File: config.mk
export PLATFORM = sky130hd
export DESIGN_NAME = vec_line_fifo
export DESIGN_NICKNAME = d
export VERILOG_FILES = /design/src/rtl/vec_pkg.sv /design/src/rtl/vec_line_fifo_mem.sv /design/src/rtl/vec_line_fifo.sv
export SDC_FILE = /design/constraint.sdc
export NUM_CORES = 2
export LEC_CHECK = 0
export CAP_MARGIN = 20
export CORE_MARGIN = 4
export CORE_UTILIZATION = 57
export CTS_BUF_LIST = sky130_fd_sc_hd__clkbuf_4
export DETAILED_ROUTE_END_ITERATION = 8
export PLACE_DENSITY_LB_ADDON = 0.12
export SKIP_CTS_REPAIR_TIMING = 1
export SYNTH_ARGS = -nofsm -noshare
export SYNTH_HDL_FRONTEND = slang
export SYNTH_SLANG_ARGS = --single-unit
File: constraint.sdc
create_clock -name clk_in -period 6.7 [get_ports clk_in]
set_input_delay 2.01 -clock clk_in [delete_from_list [all_inputs] [get_ports clk_in]]
set_output_delay 2.01 -clock clk_in [all_outputs]
set_load 0.1 [all_outputs]
File: src/rtl/vec_pkg.sv
// Shared vector-path definitions used by the generator, line queue and rasteriser.
package vec_pkg;
    localparam int VEC_COORD_W = 13;
    localparam int VEC_INT_W   = 4;
    localparam int OVF_CNT_W   = 16;

    // First member lands in the MSBs, so start_x occupies the LSBs.
    typedef struct packed {
        logic [VEC_INT_W-1:0]   intensity;
        logic [VEC_COORD_W-1:0] end_y;
        logic [VEC_COORD_W-1:0] start_y;
        logic [VEC_COORD_W-1:0] end_x;
        logic [VEC_COORD_W-1:0] start_x;
    } line_t;
endpackage

File: src/rtl/vec_line_fifo_mem.sv
// Line-queue storage: resettable register array, one write port, one asynchronous read port.
module vec_line_fifo_mem #(
    parameter int WIDTH = 56,
    parameter int DEPTH = 32
) (
    input  logic                     clk_in,
    input  logic                     rst,
    input  logic                     we,
    input  logic [$clog2(DEPTH)-1:0] waddr,
    input  logic [WIDTH-1:0]         wdata,
    input  logic [$clog2(DEPTH)-1:0] raddr,
    output logic [WIDTH-1:0]         rdata
);
    logic [WIDTH-1:0] mem [DEPTH];

    always_ff @(posedge clk_in) begin
        if (rst) begin
            for (int i = 0; i < DEPTH; i++) mem[i] <= '0;
        end else if (we) begin
            mem[waddr] <= wdata;
        end
    end

    assign rdata = mem[raddr];
endmodule

File: src/rtl/vec_line_fifo.sv
// Show-ahead line-segment queue between vector generator and rasteriser,
// with edge/level write qualification, flush and a saturating drop counter.
module vec_line_fifo
    import vec_pkg::*;
#(
    parameter int COORD_W    = VEC_COORD_W,
    parameter int INT_W      = VEC_INT_W,
    parameter int DEPTH      = 32,
    parameter int AFULL_LVL  = 28,
    parameter bit EDGE_WRITE = 1'b1
) (
    input  logic                       clk_in,
    input  logic                       rst,
    input  logic                       flush,
    input  logic                       ovf_clr,
    input  logic                       wr_req,
    input  logic [COORD_W-1:0]         wr_start_x,
    input  logic [COORD_W-1:0]         wr_end_x,
    input  logic [COORD_W-1:0]         wr_start_y,
    input  logic [COORD_W-1:0]         wr_end_y,
    input  logic [INT_W-1:0]           wr_intensity,
    input  logic                       rd_ready,
    output logic                       rd_valid,
    output logic [COORD_W-1:0]         rd_start_x,
    output logic [COORD_W-1:0]         rd_end_x,
    output logic [COORD_W-1:0]         rd_start_y,
    output logic [COORD_W-1:0]         rd_end_y,
    output logic [INT_W-1:0]           rd_intensity,
    output logic                       full,
    output logic                       empty,
    output logic                       almost_full,
    output logic [$clog2(DEPTH):0]     level,
    output logic [OVF_CNT_W-1:0]       overflow_cnt
);
    localparam int AW = $clog2(DEPTH);
    localparam int LW = AW + 1;
    localparam int W  = 4 * COORD_W + INT_W;

    logic [AW-1:0]        wr_ptr, rd_ptr;
    logic [LW-1:0]        level_q;
    logic [OVF_CNT_W-1:0] ovf_q;
    logic                 wr_req_q;
    logic                 wr_ev, rd_fire, accept, drop;
    logic [W-1:0]         wdata, rdata;

    assign wr_ev   = EDGE_WRITE ? (wr_req & ~wr_req_q) : wr_req;
    assign rd_fire = ~empty & rd_ready;
    // A write against a full queue still fits if the head leaves in the same cycle.
    assign accept  = ~flush & wr_ev & (~full | rd_fire);
    assign drop    = ~flush & wr_ev & full & ~rd_fire;

    assign wdata = {wr_intensity, wr_end_y, wr_start_y, wr_end_x, wr_start_x};

    vec_line_fifo_mem #(
        .WIDTH (W),
        .DEPTH (DEPTH)
    ) u_mem (
        .clk_in (clk_in),
        .rst    (rst),
        .we     (accept),
        .waddr  (wr_ptr),
        .wdata  (wdata),
        .raddr  (rd_ptr),
        .rdata  (rdata)
    );

    always_ff @(posedge clk_in) begin
        if (rst) begin
            wr_ptr   <= '0;
            rd_ptr   <= '0;
            level_q  <= '0;
            ovf_q    <= '0;
            wr_req_q <= 1'b0;
        end else begin
            wr_req_q <= wr_req;
            if (flush) begin
                wr_ptr  <= '0;
                rd_ptr  <= '0;
                level_q <= '0;
            end else begin
                if (accept)  wr_ptr <= wr_ptr + 1'b1;
                if (rd_fire) rd_ptr <= rd_ptr + 1'b1;
                if (accept && !rd_fire)      level_q <= level_q + 1'b1;
                else if (!accept && rd_fire) level_q <= level_q - 1'b1;
            end
            if (ovf_clr)                   ovf_q <= {{(OVF_CNT_W-1){1'b0}}, drop};
            else if (drop && ovf_q != '1)  ovf_q <= ovf_q + 1'b1;
        end
    end

    assign empty        = (level_q == '0);
    assign full         = (level_q == LW'(DEPTH));
    assign almost_full  = (level_q >= LW'(AFULL_LVL));
    assign level        = level_q;
    assign overflow_cnt = ovf_q;
    assign rd_valid     = ~empty;

    assign rd_start_x   = rdata[0*COORD_W +: COORD_W];
    assign rd_end_x     = rdata[1*COORD_W +: COORD_W];
    assign rd_start_y   = rdata[2*COORD_W +: COORD_W];
    assign rd_end_y     = rdata[3*COORD_W +: COORD_W];
    assign rd_intensity = rdata[4*COORD_W +: INT_W];
endmodule
==> results.ini <==
[routing]
route.antenna.remaining_nets = 0
wire_per_inst_um = 29.5
drtIter0Drc = 6587
vias = 50971
dr.pass1.iters = 5
drc_errors = 0
drt_wl_total_mm = 243
vias_per_cell = 6.20

[logic_synthesis]
synthTopCellsByArea = edfxtp_1, and2_1, mux2i_1
synth-edff-count = 1792
avgSynthCellArea_um2 = 14.3
synth_seq_area_share_pct = 66.0
netlist_area_mm2 = 0.0827
synth_top_area_share_pct = 65.0
ys_ff_latch = 1830
yosys_most_used_dff = edfxtp_1
synth-async-reset-ratio_pct = 0
synth_area_leader_cell = edfxtp_1
syn_inst = 5785
yosys_warnings = 0
synthesis.nets = 5860
yosysUniqueCellTypes = 58

[timing]
period_share_pct = 98.8
finalCriticalPeriod_ns = 6.62
drv_slew = 0
final.setup.tns_ns = 0
timing.fmax_mhz = 151
setup_viol = 0
relSlewSlack_pct = 21.0
skew_ns = 0.0790
worst-slew-pin-transition_ns = 1.18
hold_violations = 0

[global_route]
first_global_vias = 51348
grtUsageTotal_pct = 32.0
grt_overflow = 0
grt_max_degree = 117
grt_pass1_wl_mm = 350
antenna_found_initial = 20

[clocking]
cts_tree = yes
cts-root-buf = clkbuf_4
cts_buffers = 473
clk_pin_slew_ns = 0.07
cts_buffer_depth = 4
ctsHtreeMaxLevel = 5
cts_sinks = 1830
worstSkewPairLatency_ns = 1.39

[pwr]
ir_worst_vdd_v = 0.000190
p_total_mw = 24.1
power.leakage_nw = 31.6
power_density_mw_per_mm2 = 262

[layout]
fillers = 10607
drive_above_1_share_pct = 17.8
multiInputGateArea_mm2 = 0.0262
final-seq-area_mm2 = 0.0546
fin_nets = 6058
area_growth_pct = 11.0

[place]
hpwl_mm = 124
routabilityCongestion = 0.802
io_buffers = 143

[floorplan]
initial_utilization_pct = 57.5
core-area_mm2 = 0.144
pin_count = 144
die_h_um = 389
fp.dieW_um = 389
rows = 139
dieArea_mm2 = 0.151

[min_path]
min_path_type = flip-flop to flip-flop

[run]
maxCapViolations = 0

[worst_setup_path]
critical_path_arrival_ns = 4.61
critPathKind = flip-flop to output pin
cp_max_fo = 29
cp.required_ns = 4.69
setup.worst_path.start_class = flip-flop
endpoint_kind = output pin

[status]
outcome = completed

==> flip-flops by register name, summed over array words and instances, names as in the netlist, named ones only <==
register	cells
level	6
overflow_cnt	16
rd_ptr	5
u_mem.mem	1792
wr_ptr	5
wr_req_q	1
==> layout by cell type (no fill, tap or decap), types with 4 or more instances in the layout <==
cell type           n
a21oi_1             9
a221oi_1          111
a22oi_1            55
and2_1           1793
buf_12             42
buf_4             147
clkbuf_4          697
clkdlybuf4s50_1    87
clkinv_1           72
clkinv_2            5
dfxtp_1            35
diode_2            26
edfxtp_1         1792
ha_1               12
inv_1              10
mux2i_1           663
mux4_2            118
nand2_1            17
nand2_4             4
nand3_1            65
nand3b_1            4
nand4_1             9
nor2_1             38
nor2_4             32
nor3_1              7
nor4_1             54
nor4_2              4
o21ai_0            63
o22ai_1           220
or2_4              32
xnor2_1            13
xor2_1              8
==> logic make-up (layout without fill, tap and decap cells) <==
logic type	count (synthesis)	in the layout	synth area share [%]
buffers and inverters	573	1074	2.89
DFF	1830	1830	66.0
other	0	26	0
adders and majority gates	13	13	0.206
AOI/OAI and AO/OA	475	475	3.95
and+or+nand+nor	2092	2092	15.5
xor gates and xnor gates	21	21	0.222
muxes	781	781	11.2
==> area by class of cell <==
| type | instances | share of cell area (%) |
|---|---|---|
| multi-input combinational | 3382 | 28.5 |
| sequential | 1830 | 59.4 |
| antenna | 26 | 0.0708 |
| clock inverter | 81 | 0.399 |
| timing repair buffer | 286 | 3.28 |
| inverter | 10 | 0.0409 |
| tap | 1903 | 2.59 |
| clock buffer | 697 | 5.70 |
==> critical path, cell delays in order, from the launching register on <==
cell	delay, ns
dfxtp_4	0.64
nor2b_4	0.32
nand3_4	0.59
buf_4	0.48
o22ai_1	0.31
nor4_1	0.14
nand3_1	0.34
buf_4	0.37
==> synthesized netlist by cell type (all sizes together) (2+ instances only) <==
master / instances
and2: 1794
a21oi: 9
nand3b: 4
nand3: 69
xnor2: 13
buf: 122
nor2b: 3
dfxtp: 38
edfxtp: 1792
a221oi: 111
inv: 10
a31o: 2
or3b: 2
mux2i: 663
o31ai: 2
a22oi: 55
a21boi: 2
and3: 3
xor2: 8
nand2: 24
a31oi: 2
nand2b: 2
clkbuf: 441
nand4: 9
ha: 12
or2: 34
nor3b: 4
mux4: 118
nor2: 70
nor3: 7
nor4b: 2
nor4: 59
a21o: 3
or3: 3
o21ai: 63
o22ai: 220
==> per-stage QoR <==
step	hold slack (ns)	instance area [um^2]	setup slack, ns	util (%)	cells
after floorplan	0.468	82700	0.713	-	5785
after global placement	0.524	86000	1.35	59.8	7403
after detailed placement	0.554	86000	1.32	59.8	7404
after CTS	0.565	91600	-0.184	63.7	8182
after global routing	0.598	91800	-0.0410	63.8	8205
final	0.564	91900	0.0788	63.9	8215
==> power by group <==
| part | internal [mW] | switching (mW) |
|---|---|---|
| Clock | 4.76 | 4.40 |
| Sequential | 13.0 | 0.144 |
| Combinational | 0.417 | 1.35 |
| Total | 18.2 | 5.89 |
==> metal layers <==
metal	track usage [%]	up-vias	routed length (um)
met1	43.3	25500	92900
li1	-	21842	-
met2	50.2	3066	114000
met4	14.7	0	10500
met5	0	-	0
met3	6.79	563	25400
==> path summary, 6_finish.rpt <==
| kind | from | end | slack [ns] | depth (start not counted) |
|---|---|---|---|---|
| max | flip-flop | rd_start_x[3] | 0.08 | 7 |
| min | overflow_cnt[7]$_SDFFE_PP0P_ | overflow_cnt[7]$_SDFFE_PP0P_ | 0.56 | 2 |
| max reg2reg | level[3]$_SDFFE_PP0P_ | level[5]$_SDFFE_PP0P_ | 3.53 | 11 |
| min reg2reg | overflow_cnt[7]$_SDFFE_PP0P_ | overflow_cnt[7]$_SDFFE_PP0P_ | 0.56 | 2 |
Power figures use the tool's default switching activity.
